File: src/rtl/pattern_pkg.sv
// pattern_pkg: shared definitions for the 64-bit pattern source.
//   - mode codes selected by pattern[2:0]
//   - generator state enumeration
//   - LFSR seed, tap mask and single-step helper
//   - FIXED-mode constants
//   - beat payload layout (hi = element n+1, lo = element n)
package pattern_pkg;

  localparam int unsigned DATA_W = 32;
  localparam int unsigned BEAT_W = 2 * DATA_W;
  localparam int unsigned MODE_W = 3;

  localparam logic [MODE_W-1:0] MODE_COUNTER = 3'd0;
  localparam logic [MODE_W-1:0] MODE_WALK1   = 3'd1;
  localparam logic [MODE_W-1:0] MODE_LFSR    = 3'd2;
  localparam logic [MODE_W-1:0] MODE_FIXED   = 3'd3;

  typedef enum logic [1:0] {
    ST_IDLE = 2'd0,
    ST_RUN  = 2'd1,
    ST_DONE = 2'd2
  } state_t;

  // Fibonacci LFSR x^32 + x^22 + x^2 + x + 1: taps on bits 31, 21, 1, 0
  localparam logic [DATA_W-1:0] LFSR_SEED = 32'h0000_0001;
  localparam logic [DATA_W-1:0] LFSR_TAPS = 32'h8020_0003;

  localparam logic [DATA_W-1:0] FIXED_EVEN = 32'hA5A5_5A5A;
  localparam logic [DATA_W-1:0] FIXED_ODD  = 32'h5A5A_A5A5;

  typedef struct packed {
    logic [DATA_W-1:0] hi;
    logic [DATA_W-1:0] lo;
  } beat_t;

  // One LFSR shift: feedback parity of tapped bits enters at bit 0
  function automatic logic [DATA_W-1:0] lfsr_shift(input logic [DATA_W-1:0] s);
    return {s[DATA_W-2:0], ^(s & LFSR_TAPS)};
  endfunction

endpackage

File: src/rtl/lfsr32_step2.sv
// lfsr32_step2: combinational two-step advance of the 32-bit pattern LFSR.
// Ports:
//   state    in  32  current LFSR value (element n)
//   step1_c  out 32  value after one shift (element n+1)
//   step2_c  out 32  value after two shifts (next beat's element n)
module lfsr32_step2
  import pattern_pkg::*;
(
  input  logic [DATA_W-1:0] state,
  output logic [DATA_W-1:0] step1_c,
  output logic [DATA_W-1:0] step2_c
);

  assign step1_c = lfsr_shift(state);
  assign step2_c = lfsr_shift(step1_c);

endmodule

File: src/rtl/pattern_source_64.sv
// pattern_source_64: burst-oriented 64-bit test pattern generator feeding a FIFO.
// Each beat carries two consecutive 32-bit elements (low half = earlier one).
// Modes: counter, walking one, LFSR, fixed A5/5A alternation; 4-7 act as counter.
// Optional feature: define PATTERN_LFSR_EN to build the LFSR mode; without it
// mode 2 behaves as the counter and no LFSR logic is present.
// Ports:
//   clk               in   1  clock, rising edge
//   reset             in   1  asynchronous active-high reset
//   pattern           in  32  [2:0] mode select, latched when the run starts
//   burst_len         in  32  beats per burst, 0 = unbounded, latched at start
//   enable_gener      in   1  advance request; low stalls generation
//   dataout           out 64  registered beat
//   dataout_available out  1  one-cycle strobe qualifying dataout
//   word_count        out 32  beats produced since reset, wrapping
//   done              out  1  high once the burst has completed
module pattern_source_64
  import pattern_pkg::*;
(
  input  logic              clk,
  input  logic              reset,
  input  logic [31:0]       pattern,
  input  logic [31:0]       burst_len,
  input  logic              enable_gener,
  output logic [63:0]       dataout,
  output logic              dataout_available,
  output logic [31:0]       word_count,
  output logic              done
);

  state_t              state_q, state_d;
  logic [MODE_W-1:0]   mode_q, mode_d, eff_mode_c;
  logic [DATA_W-1:0]   burst_q, burst_d, burst_eff_c;
  logic [DATA_W-1:0]   beat_cnt_q, beat_cnt_next_c;
  logic [DATA_W-1:0]   k_q, k1_c;
  logic                issue_c;
  beat_t               beat_c;

  logic [BEAT_W-1:0]   dataout_q;
  logic                avail_q;
  logic [DATA_W-1:0]   word_count_q;
  logic                done_q;

  // Upper pattern bits carry no meaning
  logic unused_pattern_bits;
  assign unused_pattern_bits = ^pattern[31:MODE_W];

  assign k1_c            = k_q + 32'd1;
  assign beat_cnt_next_c = beat_cnt_q + 32'd1;

`ifdef PATTERN_LFSR_EN
  logic [DATA_W-1:0] lfsr_q;
  logic [DATA_W-1:0] lfsr_step1_c;
  logic [DATA_W-1:0] lfsr_step2_c;

  lfsr32_step2 u_lfsr (
    .state   (lfsr_q),
    .step1_c (lfsr_step1_c),
    .step2_c (lfsr_step2_c)
  );

  // LFSR state advances two shifts per issued beat
  always_ff @(posedge clk or posedge reset) begin
    if (reset) begin
      lfsr_q <= LFSR_SEED;
    end else if (issue_c) begin
      lfsr_q <= lfsr_step2_c;
    end
  end
`endif

  // Next-state logic; the start cycle uses the live pattern/burst_len inputs
  // because the first beat is issued in the same cycle they are latched.
  always_comb begin
    state_d     = state_q;
    mode_d      = mode_q;
    burst_d     = burst_q;
    issue_c     = 1'b0;
    eff_mode_c  = mode_q;
    burst_eff_c = burst_q;
    case (state_q)
      ST_IDLE: begin
        eff_mode_c  = pattern[MODE_W-1:0];
        burst_eff_c = burst_len;
        if (enable_gener) begin
          issue_c = 1'b1;
          state_d = ST_RUN;
          mode_d  = pattern[MODE_W-1:0];
          burst_d = burst_len;
        end
      end
      ST_RUN: begin
        if (enable_gener) begin
          issue_c = 1'b1;
        end
      end
      ST_DONE: begin
        state_d = ST_DONE;
      end
      default: begin
        state_d = ST_IDLE;
      end
    endcase
    // Bounded burst ends on the beat that reaches burst_len
    if (issue_c && (burst_eff_c != '0) && (beat_cnt_next_c == burst_eff_c)) begin
      state_d = ST_DONE;
    end
  end

  // Element pair for the current index k (k always even)
  always_comb begin
    beat_c.lo = k_q;
    beat_c.hi = k1_c;
    case (eff_mode_c)
      MODE_WALK1: begin
        beat_c.lo = DATA_W'(1) << k_q[4:0];
        beat_c.hi = DATA_W'(1) << k1_c[4:0];
      end
      MODE_FIXED: begin
        beat_c.lo = FIXED_EVEN;
        beat_c.hi = FIXED_ODD;
      end
`ifdef PATTERN_LFSR_EN
      MODE_LFSR: begin
        beat_c.lo = lfsr_q;
        beat_c.hi = lfsr_step1_c;
      end
`endif
      default: begin
        beat_c.lo = k_q;
        beat_c.hi = k1_c;
      end
    endcase
  end

  // State, latched configuration and registered outputs
  always_ff @(posedge clk or posedge reset) begin
    if (reset) begin
      state_q      <= ST_IDLE;
      mode_q       <= MODE_COUNTER;
      burst_q      <= '0;
      beat_cnt_q   <= '0;
      k_q          <= '0;
      dataout_q    <= '0;
      avail_q      <= 1'b0;
      word_count_q <= '0;
      done_q       <= 1'b0;
    end else begin
      state_q <= state_d;
      mode_q  <= mode_d;
      burst_q <= burst_d;
      avail_q <= issue_c;
      done_q  <= (state_d == ST_DONE);
      if (issue_c) begin
        beat_cnt_q   <= beat_cnt_next_c;
        k_q          <= k_q + 32'd2;
        dataout_q    <= beat_c;
        word_count_q <= word_count_q + 32'd1;
      end
    end
  end

  assign dataout           = dataout_q;
  assign dataout_available = avail_q;
  assign word_count        = word_count_q;
  assign done              = done_q;

endmodule

File: config.mk
export PLATFORM = sky130hd
export DESIGN_NAME = pattern_source_64
export DESIGN_NICKNAME = d
export VERILOG_FILES = /design/src/rtl/pattern_pkg.sv /design/src/rtl/lfsr32_step2.sv /design/src/rtl/pattern_source_64.sv
export SDC_FILE = /design/constraint.sdc
export NUM_CORES = 1
export LEC_CHECK = 0
export ABC_CLOCK_PERIOD_IN_PS = 16100
export BUFFER_PORTS_ARGS = -buffer_cell sky130_fd_sc_hd__buf_2
export CAP_MARGIN = 25
export CORE_MARGIN = 1
export CORE_UTILIZATION = 25
export CTS_BUF_LIST = sky130_fd_sc_hd__clkbuf_8
export DETAILED_ROUTE_END_ITERATION = 16
export PLACE_DENSITY = 0.42
export SYNTH_ARGS = -nofsm -noshare
export SYNTH_HDL_FRONTEND = slang
export SYNTH_SLANG_ARGS = --single-unit
export TNS_END_PERCENT = 30
File: constraint.sdc
create_clock -name clk -period 16.1 [get_ports clk]
set_input_delay 0.805 -clock clk [delete_from_list [all_inputs] [get_ports clk]]
set_output_delay 0.805 -clock clk [all_outputs]
set_load 0.05 [all_outputs]
==> qor.yml, run 1 <==
route:
  vias: 7384
  vias_per_cell: 4.59
  ant_nets: 0
  drc: 0
  drt_iter0_markers: 343
  routed_wl_um: 28000
  wl_per_cell_um: 17.4
  first_pass_iters: 5
setup_path:
  reg2reg_from: "state_q[0]$_DFF_PP0_"
  crit_type: "reg2reg"
  setup.worst_path.start_class: "register"
  worstPathArrival_ps: 3840
  cp-end-kind: "register"
  crit_start: "state_q[0]$_DFF_PP0_"
  cp.required_ps: 16520
  cp_max_fo: 25
power_and_ir_drop:
  p_leak_nw: 5.44
  power.switching_uw: 236
  clkPwrFrac: 0.367
  seqPwrFrac: 0.581
  p_per_area_mw_per_mm2: 76.7
  p_sw_frac: 0.270
  p_int_uw: 636
  combPwrFrac: 0.052
  ir_drop_mv: 0.0492
global_routing:
  gr-total-overflow: 0
  grt_max_degree: 88
  gr-usage-all-layers: 0.143
  grt_pass1_vias: 7541
  grt_pass1_wl_um: 44600
  met3_usage: 0.0364
  antenna_found_initial: 1
  met2_usage: 0.233
  gr-usage-met1: 0.187
  grt.busiest_layer: "met2"
clock_network:
  postCtsHoldBufs: 0
  cts.clk_slew.worst_paths_ps: 110
  cts_tree: "done"
  post_cts_buffers: 0
  h-tree-depth: 4
  numCtsBuffers: 17
  postCtsResizedCells: 0
  cts.sinks: 198
  clk_latency_ps: 520
  cts_buffer_depth: 2
  cts_root_buffer: "clkbuf_8"
synth:
  synth_area_mm2: 0.00983
  ys.flop_type: "dfrtp_1"
  avgSynthCellArea_um2: 10.2
  synth.distinct_cells: 66
  synthCells: 960
  yosysWarnings: 0
  synth_fp_nets: 1035
  synth-async-reset-ratio: 1.00
  synth_seq_area_share: 0.504
  synth-seq-cells: 198
  synth_edf_count: 0
die:
  initial_utilization: 0.254
  die-area_mm2: 0.0401
  die_w_um: 200
  rows: 72
  ioPinCount: 165
  core_mm2: 0.0387
  die_h_um: 200
sta:
  drv_slew: 0
  tns_ps: 0
  finalCritPeriodShare: 0.213
  rsz0062_at_grt: "no"
  fmax_ghz: 0.292
  tightest_slew_ps: 999
  hold_viol: 0
  slew-limit-headroom: 0.334
  final-setup-viol-count: 0
  finClkSkew_ps: 13.7
  period_minus_slack_ps: 3420
cells_and_area:
  layout_common_cells: "198 x dfrtp_1, 136 x nand2_1, 135 x buf_2, 91 x xnor2_1, 72 x nor2_1"
  syn2layout_area_growth_pct: 15.6
  final_nets: 1151
  drive_above_1_share: 0.210
  seqCellArea_mm2: 0.00495
  utilization: 0.293
  multi_input_area_mm2: 0.00463
  final.fill_count: 4133
  final_common_cell: "dfrtp_1"
place:
  dpl.hpwl_um: 20000
  port_buffers: 135
  gp_congestion: 0.815
flow_run:
  max-cap-violations: 0
status:
  status: "finished clean"
worst_hold_path:
  min-delay-path-class: "in2async"
[area by class of cell]
class	count	area share
Clock inverter	14	0.0111
Antenna cell	1	0.000220
Timing Repair Buffer	142	0.0641
Clock buffer	17	0.0206
Sequential cell	198	0.436
Tap cell	518	0.0570
Multi-Input combinational cell	707	0.407
Inverter	10	0.00396
[per-layer routing]
layer  share of wire  vias to the layer above  wire (µm)
met3           0.039                       32       1090
met1            0.47                     3666      13100
met5               0                        -          0
li1                -                     3563          -
met4           0.015                        0        412
met2            0.48                      123      13400
[Yosys cell counts, types with 5 or more instances]
library cell  count  area, µm²
dfrtp_1         198       4950
nand2_1         136        510
xnor2_1          91        797
nor2_1           72        270
o21ai_0          57        285
xor2_1           39        342
mux2_2           37        417
nand3_1          36        180
mux2i_1          28        280
and3_1           26        163
clkbuf_1         26       97.6
nand4_1          26        163
nor4_1           20        125
a21oi_1          17       85.1
nor3_1           16       80.1
a221oi_1         11       96.3
inv_1             9       33.8
ha_1              8        100
and2_1            7       43.8
nand2b_1          6       37.5
or3_1             6       37.5
a211oi_1          5       37.5
buf_1             5       18.8
o31ai_1           5       37.5
[power groups by stage]
stage	combinational (mW)	clock (mW)	sequential, mW
finish	0.0456	0.320	0.506
global route	0.0507	0.355	0.507
CTS	0.0471	0.338	0.507
detailed placement	0.0468	0	0.516
global placement	0.0469	0	0.516
floorplan	0.0170	0	0.526
[kinds of logic after synthesis]
| kind of cell | Yosys count | share of synthesized area |
|---|---|---|
| adders and majority gates | 9 | 0.0112 |
| AOI/OAI and AO/OA | 120 | 0.0756 |
| muxes | 66 | 0.0732 |
| DFF | 198 | 0.504 |
| xor gates and xnor gates | 132 | 0.120 |
| buffers and inverters | 55 | 0.0267 |
| and+or+nand+nor | 380 | 0.190 |
[final timing paths]
check                                              to  slack, ps  depth (start not counted)
setup / recovery                 state_q[0]$_DFF_PP0_      12680                          9
setup reg to reg                 state_q[0]$_DFF_PP0_      12680                          9
hold reg to reg            word_count[31]$_DFFE_PP0P_        470                          1
hold / removal                dataout[56]$_DFFE_PP0P_        330                          2
min in group clk           word_count[31]$_DFFE_PP0P_        470                          1
max in group asynchronous   word_count[7]$_DFFE_PP0P_      14420                          3
[critical path, cell delays in order, from the launching register on]
cell and delay [ps]:
dfrtp_1 650, or2_2 410, buf_4 460, mux2i_1 380, xor2_1 140, nor4b_1 420, o22ai_1 160, nor4b_2 320
nand4_1 180, o211a_1 170
[state kept, by name, summed over array words and instances (netlist names)]
| signal | cells |
|---|---|
| dataout_available | 1 |
| done | 1 |
| state_q | 2 |
| dataout | 64 |
| burst_q | 32 |
| mode_q | 3 |
| word_count | 32 |
| beat_cnt_q | 32 |
| k_q | 31 |
[metrics by stage]
| stage | cells | worst slack [ps] | hold WS [ps] | power (mW) | instance area (µm²) |
|---|---|---|---|---|---|
| after floorplan | 960 | 9900 | 455 | 0.543 | 9830 |
| after global placement | 1575 | 12660 | 453 | 0.563 | 11000 |
| after detailed placement | 1575 | 12640 | 463 | 0.563 | 11000 |
| after CTS | 1606 | 12650 | 321 | 0.891 | 11400 |
| after global routing | 1607 | 12430 | 350 | 0.913 | 11400 |
| final | 1607 | 12680 | 333 | 0.872 | 11400 |
Note: power is estimated with default switching activity, not from simulation.
==> run 2, diff against run 1 <==
--- a/config.mk
+++ b/config.mk
@@ -5,14 +5,15 @@
 export SDC_FILE = /design/constraint.sdc
 export NUM_CORES = 1
 export LEC_CHECK = 0
-export ABC_CLOCK_PERIOD_IN_PS = 16100
+export ABC_AREA = 1
+export ABC_CLOCK_PERIOD_IN_PS = 2780
 export BUFFER_PORTS_ARGS = -buffer_cell sky130_fd_sc_hd__buf_2
 export CAP_MARGIN = 25
 export CORE_MARGIN = 1
 export CORE_UTILIZATION = 25
 export CTS_BUF_LIST = sky130_fd_sc_hd__clkbuf_8
 export DETAILED_ROUTE_END_ITERATION = 16
-export PLACE_DENSITY = 0.42
+export PLACE_DENSITY = 0.43
 export SYNTH_ARGS = -nofsm -noshare
 export SYNTH_HDL_FRONTEND = slang
 export SYNTH_SLANG_ARGS = --single-unit
==> constraint.sdc (replaced) <==
create_clock -name clk -period 2.78 [get_ports clk]
set_input_delay 0.139 -clock clk [delete_from_list [all_inputs] [get_ports clk]]
set_output_delay 0.139 -clock clk [all_outputs]
set_load 0.05 [all_outputs]
==> run 2 against run 1 <==
Compared with the run above: first-iteration DRC count rose by 52%; core utilization rose by 1.4 points; global-route usage rose by 1.1 points; wire length rose by 15%; critical path depth rose by 6; count of clock-buffer cells in the layout did not move; highest routed layer unchanged; final cell count rose by 32%; clock skew rose by 11 ps; non-clock buffer count rose by 57; largest power group unchanged.
==> qor.yml, run 2 <==
sta:
  tns_ps: 0  # unchanged
  setup_ws_ps: 338  # -12340 ps
  slew-limit-headroom: 0.356  # +0.0222
  drv_slew: 0  # unchanged
  rsz0062_at_grt: "no"
  period_minus_slack_ps: 2440  # -981 ps
  tightest_slew_ps: 965  # -34.3 ps
  final-setup-viol-count: 0  # unchanged
  hold_viol: 0  # unchanged
  finClkSkew_ps: 25.0  # +11.3 ps
  fmax_ghz: 0.409  # +40%
  finalCritPeriodShare: 0.878  # +0.666
cells_and_area:
  final_nets: 1651  # +43%
  utilization: 0.307  # +0.0139
  antenna_cells: 0  # -1
  largest_reg_flops: 64  # unchanged
  final_common_cell: "nand2_1"
  finalNonFillerCells: 2128  # +32%
  finalInstanceArea_mm2: 0.0129  # +13%
  layout_common_cells: "407 x nand2_1, 198 x dfrtp_1, 180 x inv_1, 137 x nor2_1, 135 x buf_2"
  final.fill_count: 4509  # +9.1%
  syn2layout_area_growth_pct: 21.2
  drive_above_1_share: 0.153  # -0.0566
die:
  die_h_um: 208  # +4.0%
  core_mm2: 0.0419  # +8.3%
  ioPinCount: 165  # unchanged
  initial_utilization: 0.254  # about the same
  die-area_mm2: 0.0434  # +8.1%
  die_w_um: 208  # +4.0%
  rows: 75  # +4.2%
route:
  vias_per_cell: 4.42  # -3.8%
  drt_iter0_markers: 520  # +52%
  drc: 0  # unchanged
  ant_nets: 0  # unchanged
  wl_per_cell_um: 15.1  # -13%
  routed_wl_um: 32200  # +15%
  vias: 9407  # +27%
  first_pass_iters: 5  # unchanged
synth:
  synth_fp_nets: 1470  # +42%
  synth_common_cells: "407 x nand2_1, 198 x dfrtp_1, 182 x inv_1, 138 x nor2_1, 118 x o21ai_0"
  yosysTopAreaCell: "dfrtp_1"
  synth_edf_count: 0  # unchanged
  synth-async-reset-ratio: 1.00  # unchanged
  synth-seq-cells: 198  # unchanged
  synth_top_area_share: 0.466  # -0.0381
  synth_area_leaders: "dfrtp_1 47%, nand2_1 14%, inv_1 6.4%"
  synth_seq_area_share: 0.466  # -0.0381
  synth.distinct_cells: 37  # -44%
  synthCells: 1395  # +45%
  yosysWarnings: 0  # unchanged
  synth.most_common_cell: "nand2_1"
  synth_area_mm2: 0.0106  # +8.2%
  avgSynthCellArea_um2: 7.63  # -26%
  ys.flop_type: "dfrtp_1"
setup_path:
  crit_top_cell: "nand2_1"
  cp.required_ps: 3190  # -13330 ps
  cp-end-kind: "register"
  worstPathCellList: "inv_2, nand2_1, buf_4, o21ai_1, inv_1, nand3_1, nand2_1, inv_1, nand2_1, nor2_1, nand2_1, nor2_1, nand2_1, nor2_1, nor2_1"
  cpMaxStageDelayCell: "dfrtp_1"
  r2r_slack_ps: 340  # -12340 ps
  crit_start: "state_q[1]$_DFF_PP0_"
  crit_type: "reg2reg"
  reg2reg_from: "state_q[1]$_DFF_PP0_"
  cpPeakStageDelay_ps: 440  # -210 ps
  timing.critical_path.buf_inv: 4  # +3
  setup.worst_path.start_class: "register"
  worstPathArrival_ps: 2850  # -990 ps
  cp_max_fo: 20  # -20%
  worst_path_dominant_cell_family: "simple AND/OR/NAND/NOR gates"
power_and_ir_drop:
  p_per_area_mw_per_mm2: 394  # +410%
  p_leak_nw: 6.74  # +24%
  ir_drop_mv: 0.318  # +550%
clock_network:
  h-tree-depth: 4  # unchanged
  postCtsResizedCells: 0  # unchanged
  cts_buffer_depth: 2  # unchanged
  cts.clk_slew.worst_paths_ps: 120  # about the same
  numCtsBuffers: 17  # unchanged
  clk_latency_ps: 520  # about the same
  cts_root_buffer: "clkbuf_8"
  cts.sinks: 198  # unchanged
  cts_tree: "done"
place:
  post_dp_cell_area_mm2: 0.0121  # +9.8%
  dpl.cell_count: 2057  # +31%
  port_buffers: 135  # unchanged
  gp_congestion: 0.845  # +3.7%
  dp_slack_ps: 260  # -12380 ps
  dpl.hpwl_um: 24100  # +21%
worst_hold_path:
  min-delay-path-class: "in2async"
global_routing:
  gr-usage-all-layers: 0.154  # +0.0105
  gr-total-overflow: 0  # unchanged
  grt_pass1_wl_um: 52100  # +17%
  grt_pass1_vias: 9364  # +24%
  antenna_found_initial: 0  # -1
  grt_max_degree: 82  # -6.8%
flow_run:
  max-cap-violations: 0  # unchanged
status:
  status: "finished clean"
run 2: cell count changes in the layout (fill, tap and decap cells not counted), sizes merged, moves of 20 or more:
cell	change
nand3	+47
and3	-26
mux2i	-29
dlygate4sd3	+37
inv	+179
xnor2	-79
buf	+20
nand2	+284
nor2	+84
mux2	-37
o21ai	+70
run 2: cell families (layout without fill, tap and decap cells):
group           after synthesis  after routing  synth area share
simple gates                718            718             0.297
buf+inv                     224            418            0.0805
flops                       198            198             0.466
compound gates              179            179            0.0888
xor+xnor                     68             68            0.0588
fa+ha+maj                     8              8           0.00941
run 2: per-layer routing:
metal  GRT usage  up-vias  wire (µm)
met3      0.0278       37        937
met1       0.202     4462      15400
met4      0.0549        0        714
met5           0        -          0
li1            -     4766          -
met2       0.253      142      15200
run 2: path summary, 6_finish.rpt:
check                                             end  depth (start not counted)
max                              state_q[0]$_DFF_PP0_                         15
min                             mode_q[1]$_DFFE_PP0P_                          3
max reg2reg                      state_q[0]$_DFF_PP0_                         15
min reg2reg                word_count[31]$_DFFE_PP0P_                          1
max in group asynchronous      burst_q[1]$_DFFE_PP0P_                          4
min in group clk              burst_q[16]$_DFFE_PP0P_                          4
run 2: worst register-to-register path: stages (launching register included):
cell and delay [ps]:
dfrtp_1 440, inv_2 100, nand2_1 210, buf_4 280
o21ai_1 370, inv_1 90, nand3_1 100, nand2_1 50
inv_1 40, nand2_1 40, nor2_1 150, nand2_1 70
nor2_1 90, nand2_1 120, nor2_1 130, nor2_1 60
run 2: final cells by class:
cell class / count / area [µm²] / area share
clock buffer: 17 / 234 / 0.0181
clock inverter: 15 / 178 / 0.0138
inverter: 187 / 707 / 0.0548
multi-input combinational: 973 / 4830 / 0.375
sequential: 198 / 4950 / 0.384
tap: 539 / 674 / 0.0523
timing repair buffer: 199 / 1310 / 0.102
run 2: what timing repair did:
item	CTS	global route
hold buffers	37	0
hold endpoints to repair	199	0
endpoints found under the setup margin	0	1
setup buffers	0	2
run 2: where the power goes:
part | internal, mW | total, mW | switching [mW]
Sequential | 2.88 | 2.88 | 0
Clock | 0.769 | 2.05 | 1.28
Combinational | 0.0622 | 0.154 | 0.0918
run 2: metrics by stage:
stage / hold slack (ps) / power (mW)
floorplan: 256 / 2.99
global placement: 117 / 3.05
detailed placement: 127 / 3.05
CTS: 68.0 / 5.19
global route: 106 / 5.29
finish: 113 / 5.09
==> run 3, diff against run 2 <==
--- a/config.mk
+++ b/config.mk
@@ -6,14 +6,14 @@
 export NUM_CORES = 1
 export LEC_CHECK = 0
 export ABC_AREA = 1
-export ABC_CLOCK_PERIOD_IN_PS = 2780
+export ABC_CLOCK_PERIOD_IN_PS = 2450
 export BUFFER_PORTS_ARGS = -buffer_cell sky130_fd_sc_hd__buf_2
 export CAP_MARGIN = 25
 export CORE_MARGIN = 1
 export CORE_UTILIZATION = 25
 export CTS_BUF_LIST = sky130_fd_sc_hd__clkbuf_8
 export DETAILED_ROUTE_END_ITERATION = 16
-export PLACE_DENSITY = 0.43
+export PLACE_DENSITY = 0.42
 export SYNTH_ARGS = -nofsm -noshare
 export SYNTH_HDL_FRONTEND = slang
 export SYNTH_SLANG_ARGS = --single-unit
==> constraint.sdc (replaced) <==
create_clock -name clk -period 2.45 [get_ports clk]
set_input_delay 0.1225 -clock clk [delete_from_list [all_inputs] [get_ports clk]]
set_output_delay 0.1225 -clock clk [all_outputs]
set_load 0.05 [all_outputs]
==> run 3 against run 2 <==
Compared with the run above: maximum frequency up 8.5%; flip-flop and latch count unchanged; worst setup slack worse by 140 ps; largest cell class unchanged; sequential power rose by 14%; highest routed layer unchanged; design area up 0.85%; largest power group unchanged.
==> qor.yml, run 3 (synthesized netlist as in run 2, its figures left out) <==
route:
  vias: 9386  # -0.22%
  drt_iter0_markers: 535  # +2.9%
  ant_nets: 0  # unchanged
  routed_wl_um: 32100  # -0.37%
  wl_per_cell_um: 15.0  # -0.70%
  first_pass_iters: 5  # unchanged
  vias_per_cell: 4.40  # -0.55%
  drc: 0  # unchanged
cells_and_area:
  layout_common_cells: "406 x nand2_1, 197 x dfrtp_1, 180 x inv_1, 135 x buf_2, 133 x nor2_1"
  syn2layout_area_growth_pct: 22.2
  final_nets: 1658  # +0.42%
  final_common_cell: "nand2_1"
  drive_above_1_share: 0.162  # +0.00873
  largest_reg_flops: 64  # unchanged
  antenna_cells: 0  # unchanged
  utilization: 0.310  # +0.00262
  finalNonFillerCells: 2135  # +0.33%
  final.fill_count: 4479  # -0.67%
  seqCellArea_mm2: 0.00496  # about the same
  multi_input_area_mm2: 0.00485  # +0.41%
clock_network:
  clk_latency_ps: 510  # about the same
  cts_buffer_depth: 2  # unchanged
  numCtsBuffers: 17  # unchanged
  cts_root_buffer: "clkbuf_8"
  cts.clk_slew.worst_paths_ps: 120  # about the same
  cts.sinks: 198  # unchanged
  cts_tree: "done"
  h-tree-depth: 4  # unchanged
sta:
  final-setup-viol-count: 0  # unchanged
  finalCritPeriodShare: 0.919  # +0.0401
  tightest_slew_ps: 622  # -344 ps
  fmax_ghz: 0.444  # +8.5%
  setup_ws_ps: 199  # -138 ps
  slew-limit-headroom: 0.581  # +0.225
  tns_ps: 0  # unchanged
  finClkSkew_ps: 17.4  # -7.61 ps
  drv_slew: 0  # unchanged
  rsz0062_at_grt: "no"
  period_minus_slack_ps: 2250  # -192 ps
  hold_viol: 0  # unchanged
global_routing:
  gr-usage-met1: 0.203  # +0.00121
  met2_usage: 0.250  # -0.00254
  met3_usage: 0.0238  # -0.00392
  grt_pass1_wl_um: 51900  # -0.46%
  gr-usage-all-layers: 0.154  # about the same
  grt_max_degree: 84  # +2.4%
  grt_pass1_vias: 9375  # +0.12%
  grt.busiest_layer: "met2"
  gr-total-overflow: 0  # unchanged
  antenna_found_initial: 0  # unchanged
place:
  dp_slack_ps: 120  # -140 ps
  gp_congestion: 0.814  # -3.7%
  dpl.cell_count: 2065  # +0.39%
  dpl.hpwl_um: 24200  # +0.35%
  port_buffers: 135  # unchanged
power_and_ir_drop:
  power.switching_mw: 1.45  # +5.1%
  seqPwrFrac: 0.561  # -0.005
  p_int_mw: 4.38  # +18%
  p_per_area_mw_per_mm2: 448  # +14%
  ir_drop_mv: 0.319  # +0.35%
  p_sw_frac: 0.248  # -0.0222
  combPwrFrac: 0.030  # about the same
  p_leak_nw: 6.79  # +0.81%
  clkPwrFrac: 0.409  # +0.005
setup_path:
  cp_max_fo: 7  # -65%
  cp.required_ps: 2860  # -330 ps
  cp.depth: 15  # unchanged
  crit_type: "reg2reg"
  r2r_slack_ps: 200  # -140 ps
  cpMaxStageDelayCell: "dfrtp_1"
  cp-end-kind: "register"
  reg2reg_depth: 15  # unchanged
  worstPathArrival_ps: 2660  # -190 ps
  worstPathCellList: "ha_2, nand2_2, nor2_4, buf_12, nand2_4, nor2_8, nand3_1, nand2_1, nand3_1, nand2_1, nand2_1, nor2_1, nand3_2, nor2_1, nor2_1"
  timing.critical_path.buf_inv: 1  # -3
  setup.worst_path.start_class: "register"
  reg2reg_from: "beat_cnt_q[0]$_DFFE_PP0P_"
  reg2reg_to: "state_q[0]$_DFF_PP0_"
  cpPeakStageDelay_ps: 370  # -70 ps
  worst_path_dominant_cell_family: "simple AND/OR/NAND/NOR gates"
flow_run:
  max-cap-violations: 0  # unchanged
die:
  ioPinCount: 165  # unchanged
  die-area_mm2: 0.0434  # unchanged
  core_mm2: 0.0419  # unchanged
  rows: 75  # unchanged
  die_w_um: 208  # unchanged
  die_h_um: 208  # unchanged
  initial_utilization: 0.254  # unchanged
status:
  status: "finished clean"
worst_hold_path:
  min-delay-path-class: "in2async"
## run 3: area by class of cell
type,count,share of cell area
Multi-Input combinational cell,973,0.373
Timing Repair Buffer,206,0.107
Clock inverter,15,0.0145
Tap cell,539,0.0519
Sequential cell,198,0.381
Inverter,187,0.0544
Clock buffer,17,0.0180
## run 3: timing repair
action                                  4_1_cts  5_1_grt
endpoints found under the hold margin       234        0
gates resized for setup                       0        8
hold buffers                                 37        0
endpoints found under the setup margin        0        4
buffers inserted                              0        1
## run 3: stage by stage
step           area, µm²  power [mW]  hold slack, ps
2_1_floorplan      10600        3.39             239
5_1_grt            13000        6.08             347
3_3_place_gp       12200        3.47             332
4_1_cts            13000        5.95             294
6_report           13000        5.82             309
3_5_place_dp       12200        3.47             348
## run 3: layer usage
| metal | routed length (µm) | share of wire |
|---|---|---|
| met3 | 857 | 0.027 |
| met2 | 15100 | 0.47 |
| met5 | 0 | 0 |
| met1 | 15300 | 0.48 |
| met4 | 845 | 0.026 |
## run 3: worst max path at each step
stage	endpoint	from	slack (ps)
after floorplan	beat_cnt_q[0]$_DFFE_PP0P_	reset	-230
after global placement	state_q[0]$_DFF_PP0_	beat_cnt_q[0]$_DFFE_PP0P_	130
after detailed placement	state_q[0]$_DFF_PP0_	beat_cnt_q[0]$_DFFE_PP0P_	120
after CTS	state_q[0]$_DFF_PP0_	beat_cnt_q[0]$_DFFE_PP0P_	120
after global routing	state_q[0]$_DFF_PP0_	beat_cnt_q[0]$_DFFE_PP0P_	8
final	state_q[0]$_DFF_PP0_	beat_cnt_q[0]$_DFFE_PP0P_	200
## run 3: worst reg2reg max path, stage by stage, from the launching register on
cell     delay [ps]
dfrtp_1         370
ha_2            220
nand2_2          80
nor2_4          180
buf_12          140
nand2_4          80
nor2_8          180
nand3_1         120
nand2_1         100
nand3_1          70
nand2_1         100
nand2_1          60
nor2_1          170
nand3_2         150
nor2_1          130
nor2_1           50
## run 3: power by group through the flow
stage	clock network [mW]	logic [mW]	registers [mW]
after floorplan	0	0.0562	3.33
after CTS	2.50	0.184	3.27
after detailed placement	0	0.137	3.33
final	2.38	0.177	3.27
after global routing	2.61	0.201	3.27
after global placement	0	0.136	3.33
